### config.mk
export PLATFORM = sky130hd
export DESIGN_NAME = data_ram_sweep
export DESIGN_NICKNAME = d
export VERILOG_FILES = /design/src/rtl/data_ram_pkg.sv /design/src/rtl/data_ram_array.sv /design/src/rtl/data_ram_sweep.sv
export SDC_FILE = /design/constraint.sdc
export NUM_CORES = 2
export LEC_CHECK = 0
export CORE_UTILIZATION = 63
export DETAILED_ROUTE_END_ITERATION = 8
export HOLD_SLACK_MARGIN = 0.05
export PLACE_DENSITY = 0.9
export RECOVER_POWER = 50
export SKIP_LAST_GASP = 1
export SYNTH_ARGS = -nofsm -noshare
export SYNTH_HDL_FRONTEND = slang
export SYNTH_HIERARCHICAL = 1
export SYNTH_SLANG_ARGS = --single-unit
### constraint.sdc
create_clock -name clk -period 10 [get_ports clk]
set_clock_uncertainty 0.05 [all_clocks]
set_input_delay 2 -clock clk [delete_from_list [all_inputs] [get_ports clk]]
set_output_delay 2 -clock clk [all_outputs]
set_load 0.02 [all_outputs]
### src/rtl/data_ram_pkg.sv
// Shared definitions for the sweep-cleared data RAM: FSM encoding and lane helper.
package data_ram_pkg;

  typedef enum logic {
    ST_IDLE  = 1'b0,
    ST_SWEEP = 1'b1
  } state_e;

  function automatic int lanes_of(input int d_w, input int lane_w);
    return d_w / lane_w;
  endfunction

endpackage

### src/rtl/data_ram_array.sv
// Storage only: synchronous read-before-write array with per-lane write enables.
module data_ram_array #(
  parameter int A_W    = 8,
  parameter int D_W    = 8,
  parameter int LANE_W = 8
) (
  input  logic                    clk,
  input  logic                    we_i,
  input  logic [D_W/LANE_W-1:0]   lane_mask_i,
  input  logic [A_W-1:0]          addr_i,
  input  logic [D_W-1:0]          wdata_i,
  output logic [D_W-1:0]          rdata_o
);

  localparam int LANES = D_W / LANE_W;

  logic [D_W-1:0] mem_q [2**A_W];

  // NOTE: the array has no reset so it maps onto plain RAM; clearing is done by the sweep.
  always_ff @(posedge clk) begin
    rdata_o <= mem_q[addr_i];
    for (int k = 0; k < LANES; k++) begin
      if (we_i && lane_mask_i[k]) begin
        mem_q[addr_i][k*LANE_W +: LANE_W] <= wdata_i[k*LANE_W +: LANE_W];
      end
    end
  end

endmodule

### src/rtl/data_ram_sweep.sv
// Data RAM for the accumulator processor: port access with a fill sweep that
// runs after reset or on request, rejecting port accesses while it runs.
module data_ram_sweep
  import data_ram_pkg::*;
#(
  parameter int             A_W       = 8,
  parameter int             D_W       = 8,
  parameter int             LANE_W    = 8,
  parameter logic [D_W-1:0] FILL      = '0,
  parameter bit             SWEEP_RST = 1'b1
) (
  input  logic                              clk,
  input  logic                              clear,
  input  logic                              enable,
  input  logic                              read_en,
  input  logic                              write_en,
  input  logic [A_W-1:0]                    addr,
  input  logic [D_W-1:0]                    datain,
  input  logic [lanes_of(D_W, LANE_W)-1:0]  lane_en,
  input  logic                              scrub_req,
  output logic [D_W-1:0]                    dataout,
  output logic                              rd_valid,
  output logic                              busy,
  output logic                              acc_err
);

  localparam int     LANES     = lanes_of(D_W, LANE_W);
  localparam state_e RST_STATE = SWEEP_RST ? ST_SWEEP : ST_IDLE;

  state_e           state_q, state_d;
  logic [A_W-1:0]   ptr_q, ptr_d;
  logic [D_W-1:0]   hold_q;
  logic             rd_valid_q, rd_valid_d;
  logic             acc_err_q, acc_err_d;
  logic             sweeping, access;
  logic             arr_we;
  logic [LANES-1:0] arr_mask;
  logic [A_W-1:0]   arr_addr;
  logic [D_W-1:0]   arr_wdata, arr_rdata;

  // NOTE: sequential state uses non-blocking assignments so every flop samples pre-edge values.
  always_ff @(posedge clk or negedge clear) begin
    if (!clear) state_q <= RST_STATE;
    else        state_q <= state_d;
  end

  // NOTE: each combinational output gets a default first so no latch is inferred.
  always_comb begin
    state_d = state_q;
    unique case (state_q)
      ST_IDLE:  if (scrub_req) state_d = ST_SWEEP;
      ST_SWEEP: if (&ptr_q)    state_d = ST_IDLE;
      default:  state_d = ST_IDLE;
    endcase
  end

  // The sweep owns the array port outright; port requests only observe it via acc_err.
  always_comb begin
    sweeping   = (state_q == ST_SWEEP);
    busy       = sweeping;
    access     = enable && (read_en || write_en);
    arr_we     = sweeping || (enable && write_en);
    arr_mask   = sweeping ? {LANES{1'b1}} : lane_en;
    arr_addr   = sweeping ? ptr_q : addr;
    arr_wdata  = sweeping ? FILL : datain;
    rd_valid_d = !sweeping && enable && read_en;
    acc_err_d  = sweeping && access;
    ptr_d      = sweeping ? ptr_q + A_W'(1) : '0;
  end

  always_ff @(posedge clk or negedge clear) begin
    if (!clear) begin
      ptr_q      <= '0;
      rd_valid_q <= 1'b0;
      acc_err_q  <= 1'b0;
      hold_q     <= '0;
    end else begin
      ptr_q      <= ptr_d;
      rd_valid_q <= rd_valid_d;
      acc_err_q  <= acc_err_d;
      if (rd_valid_q) hold_q <= arr_rdata;
    end
  end

  data_ram_array #(
    .A_W    (A_W),
    .D_W    (D_W),
    .LANE_W (LANE_W)
  ) u_array (
    .clk         (clk),
    .we_i        (arr_we),
    .lane_mask_i (arr_mask),
    .addr_i      (arr_addr),
    .wdata_i     (arr_wdata),
    .rdata_o     (arr_rdata)
  );

  // The array read register follows every cycle; hold_q keeps the last delivered word.
  assign dataout  = rd_valid_q ? arr_rdata : hold_q;
  assign rd_valid = rd_valid_q;
  assign acc_err  = acc_err_q;

endmodule

==> load_flow_metrics.sql <==
INSERT INTO impl_metrics (metric_group, metric, value, unit) VALUES
('run_status', 'outcome', 'finished, violations left', ''),
('run_status', 'failed_checks', 'max-capacitance violations, max-slew violations', ''),
('clocking', 'cts_sinks', '2075', ''),
('logic_synthesis', 'ys_types', '39', ''),
('route', 'ant_nets', '0', ''),
('grt', 'globalRouteTotalUtil', '37.6', '%'),
('power', 'vdd_ir_drop_max', '0.000253', 'V'),
('sta', 'hold_violations', '0', ''),
('grt', 'first_pass_grt_wire_length', '328', 'mm'),
('setup_path', 'timing.rr.start', 'busy', ''),
('route', 'drc', '0', ''),
('route', 'detailroute.via_count', '43400', ''),
('setup_path', 'path_max_fanout', '88', ''),
('placed_design', 'gp_congestion', '0.834', ''),
('route', 'drtPass1Iterations', '9', ''),
('floorplan', 'io-pin-count', '34', ''),
('clocking', 'clk_pin_slew', '0.07', 'ns'),
('clocking', 'postCtsResizedCells', '0', ''),
('logic_synthesis', 'synth.yosys.seq_area_share', '78.4', '%'),
('floorplan', 'dieWidth', '357', 'µm'),
('logic_synthesis', 'syn_inst', '3610', ''),
('power', 'power.static_leakage', '27.1', 'nW'),
('placed_design', 'detailed_place.area', '0.0814', 'mm²'),
('setup_path', 'timing.reg2reg.worst_path_depth', '4', ''),
('logic_synthesis', 'synth_area_per_cell', '21.9', 'µm²'),
('grt', 'grt_pass1_vias', '42500', ''),
('power', 'powerDensity', '248', 'mW/mm²'),
('worst_hold_path', 'hold_path_depth', '1', ''),
('route', 'dr_wl_met2', '113', 'mm'),
('final_layout', 'finalNetCount', '3685', ''),
('placed_design', 'detailed_place_hpwl', '111', 'mm'),
('job', 'max_cap_viol_count', '20', ''),
('final_layout', 'final_cell_area', '0.0874', 'mm²'),
('clocking', 'cts_made_buffers', '190', ''),
('final_layout', 'area_growth', '10.3', '%'),
('sta', 'setup-violations-final', '0', ''),
('setup_path', 'worst-setup-path-type', 'reg2reg', ''),
('route', 'number_of_violations_reported_at_the_end_of_detailed_routing_iteration_0', '9162', ''),
('route', 'drt_met1_wl', '69.0', 'mm'),
('route', 'viasPerCell', '7.94', ''),
('grt', 'grt_max_degree', '257', ''),
('floorplan', 'floorplan.initialDensity', '63.8', '%'),
('grt', 'grt_antenna_before_repair', '10', ''),
('sta', 'max_slew_headroom', '-304', '%'),
('sta', 'fmax', '122', 'MHz'),
('sta', 'setup_ws', '1.83', 'ns'),
('setup_path', 'r2r-end', 'u_array/mem_q[30][0]', ''),
('clocking', 'clock_tree_from_tritoncts', 'built', ''),
('sta', 'setup_repair_after_global_routing_missed_its_margin', 'no', ''),
('floorplan', 'die-area', '0.127', 'mm²'),
('worst_hold_path', 'hold_path_startpoint', 'hold_q[4]', ''),
('final_layout', 'n_fill_cell', '6347', ''),
('sta', 'timing.final.crit_share', '81.7', '%'),
('route', 'wire_per_inst', '43.1', 'µm'),
('floorplan', 'chipHeight', '357', 'µm'),
('logic_synthesis', 'synth_seq_cells', '2075', ''),
('clocking', 'max-clock-path-buffers', '3', ''),
('route', 'routed.top_layer', 'met5', ''),
('floorplan', 'core_area', '0.124', 'mm²'),
('sta', 'post-route-min-period', '8.17', 'ns'),
('setup_path', 'start_kind', 'register', ''),
('logic_synthesis', 'yosys_warnings', '6', ''),
('placed_design', 'dp_slack', '3.16', 'ns'),
('sta', 'timing.setup.tns', '0', 'ns'),
('sta', 'worst-slew-pin-transition', '6.06', 'ns'),
('route', 'routed_wl', '235', 'mm'),
('setup_path', 'timing.critical_path.arrival', '8.43', 'ns'),
('clocking', 'htree_levels', '4', ''),
('sta', 'timing.final.max_slew_violations', '1464', ''),
('clocking', 'clk-insertion-delay-late', '0.84', 'ns'),
('worst_hold_path', 'min-delay-path-class', 'reg2reg', ''),
('power', 'total_power', '21.7', 'mW'),
('setup_path', 'setup.reg_to_reg.worst_slack', '1.83', 'ns'),
('worst_hold_path', 'worst_hold_path.endpoint', 'hold_q[4]', ''),
('route', 'routed-wl-met3', '34.7', 'mm'),
('logic_synthesis', 'syn-cell-area', '0.0792', 'mm²'),
('clocking', 'clock_tree_root_buffer_cell', 'sky130_fd_sc_hd__clkbuf_16', ''),
('placed_design', 'io_buffers', '33', ''),
('setup_path', 'cp.required', '10.26', 'ns'),
('floorplan', 'placement_rows', '129', ''),
('clocking', 'post_cts.repair.setup_buffers', '0', ''),
('logic_synthesis', 'synth.net_count', '3634', ''),
('final_layout', 'final_layout_size_suffix_gt1_share', '22.5', '%'),
('clocking', 'cts_hold_buf', '0', ''),
('grt', 'grt_overflow', '0', ''),
('setup_path', 'end_kind', 'register', '');
==> worst max-delay path by stage <==
stage,startpoint,cells past startpoint,endpoint
floorplan,datain[0],1,u_array/mem_q[0][0]
global placement,addr[0],8,u_array/rdata_o[0]
detailed placement,addr[0],8,u_array/rdata_o[5]
CTS,addr[0],8,u_array/rdata_o[5]
global route,busy,4,u_array/mem_q[23][0]
finish,busy,4,u_array/mem_q[30][0]
==> registers in the layout, summed over array words and instances (netlist names) <==
name,flops
rd_valid,1
acc_err,1
u_array/mem_q,2048
u_array/rdata_o,8
hold_q,8
busy,1
ptr_q,8
==> cells by family after synthesis <==
logic type               Yosys count  synth area share (%)
buffers and inverters            233                  1.31
AO/OA/AOI/OAI                    425                  3.66
multiplexers                     526                  14.8
adder cells (fa/ha/maj)            1                0.0158
flip-flops                      2075                  78.4
AND/OR/NAND/NOR                  347                  1.81
XOR/XNOR                           3                0.0332
==> stage by stage <==
stage                     utilization, %  std cells  hold slack, ns
after floorplan                        -       3610           0.433
after global placement              65.4       5102           0.446
after detailed placement            65.5       5103           0.446
after CTS                           70.4       5450           0.463
after global routing                70.3       5453           0.480
final                               70.3       5464           0.455
==> area by class of cell <==
cell class | count | area [µm²] | area share (%)
Sequential cell | 2075 | 62100 | 71.1
Multi-Input combinational cell | 1302 | 16200 | 18.6
Clock buffer | 249 | 5090 | 5.82
Tap cell | 1637 | 2050 | 2.34
Clock inverter | 98 | 1000 | 1.15
Timing Repair Buffer | 88 | 861 | 0.985
Antenna cell | 11 | 27.5 | 0.0315
Inverter | 4 | 15.0 | 0.0172
==> Yosys cell counts <==
library cell	number	share of area, %
sky130_fd_sc_hd__a21boi_0	1	0.0095
sky130_fd_sc_hd__a21o_1	1	0.0095
sky130_fd_sc_hd__a21oi_1	128	0.81
sky130_fd_sc_hd__a22oi_1	256	2.4
sky130_fd_sc_hd__and2_1	6	0.047
sky130_fd_sc_hd__and4_1	1	0.011
sky130_fd_sc_hd__buf_1	23	0.11
sky130_fd_sc_hd__buf_2	39	0.25
sky130_fd_sc_hd__buf_4	12	0.11
sky130_fd_sc_hd__buf_6	8	0.11
sky130_fd_sc_hd__clkbuf_1	146	0.69
sky130_fd_sc_hd__clkbuf_8	1	0.017
sky130_fd_sc_hd__dfrtp_1	18	0.57
sky130_fd_sc_hd__dfstp_2	1	0.033
sky130_fd_sc_hd__dfxtp_1	8	0.20
sky130_fd_sc_hd__edfxtp_1	2048	78
sky130_fd_sc_hd__ha_1	1	0.016
sky130_fd_sc_hd__inv_1	4	0.019
sky130_fd_sc_hd__mux2_2	13	0.18
sky130_fd_sc_hd__mux2i_1	1	0.013
sky130_fd_sc_hd__mux4_2	512	15
sky130_fd_sc_hd__nand2_1	35	0.17
sky130_fd_sc_hd__nand2b_1	3	0.024
sky130_fd_sc_hd__nand3_1	8	0.051
sky130_fd_sc_hd__nand4_1	9	0.071
sky130_fd_sc_hd__nand4_2	1	0.016
sky130_fd_sc_hd__nor2_1	262	1.2
sky130_fd_sc_hd__nor2b_1	15	0.12
sky130_fd_sc_hd__nor3_1	1	0.0063
sky130_fd_sc_hd__nor3b_1	2	0.019
sky130_fd_sc_hd__o211a_1	1	0.013
sky130_fd_sc_hd__o21ai_0	5	0.032
sky130_fd_sc_hd__o22a_2	1	0.013
sky130_fd_sc_hd__o41ai_1	32	0.35
sky130_fd_sc_hd__or2_2	2	0.016
sky130_fd_sc_hd__or3_1	1	0.0079
sky130_fd_sc_hd__or4b_1	1	0.013
sky130_fd_sc_hd__xnor2_1	2	0.022
sky130_fd_sc_hd__xor2_1	1	0.011
==> worst max-delay path: stages, from the launching register on <==
cell and delay, ns:
sky130_fd_sc_hd__dfstp_1 0.46, sky130_fd_sc_hd__clkbuf_1 0.83, sky130_fd_sc_hd__nor2b_1 2.23, sky130_fd_sc_hd__clkbuf_1 2.27, sky130_fd_sc_hd__clkbuf_2 1.73
==> metal layers <==
layer  GRT usage, %  up-vias
li1               -    15400
met3           10.4     1177
met5          0.333        -
met1           46.5    21600
met2           59.0     5271
met4           24.4       10
==> where the power goes <==
group          switching (mW)  internal, mW
clock                    3.42          3.97
combinational            3.07          1.48
sequential              0.107          9.60
total                    6.60          15.1
==> cells in the final DEF, fill, tap and decap left out, types with 25 or more instances in the layout <==
cell type,synthesis,layout
sky130_fd_sc_hd__clkbuf_16,0,192
sky130_fd_sc_hd__edfxtp_1,2048,2048
sky130_fd_sc_hd__clkinv_1,0,37
sky130_fd_sc_hd__a21oi_1,128,128
sky130_fd_sc_hd__a22oi_1,256,256
sky130_fd_sc_hd__nor2_1,262,261
sky130_fd_sc_hd__clkbuf_1,146,56
sky130_fd_sc_hd__mux4_2,512,512
sky130_fd_sc_hd__clkinv_2,0,29
sky130_fd_sc_hd__clkdlybuf4s50_1,0,25
sky130_fd_sc_hd__buf_4,12,30
sky130_fd_sc_hd__nand2_1,35,25
Power figures use the tool's default switching activity.
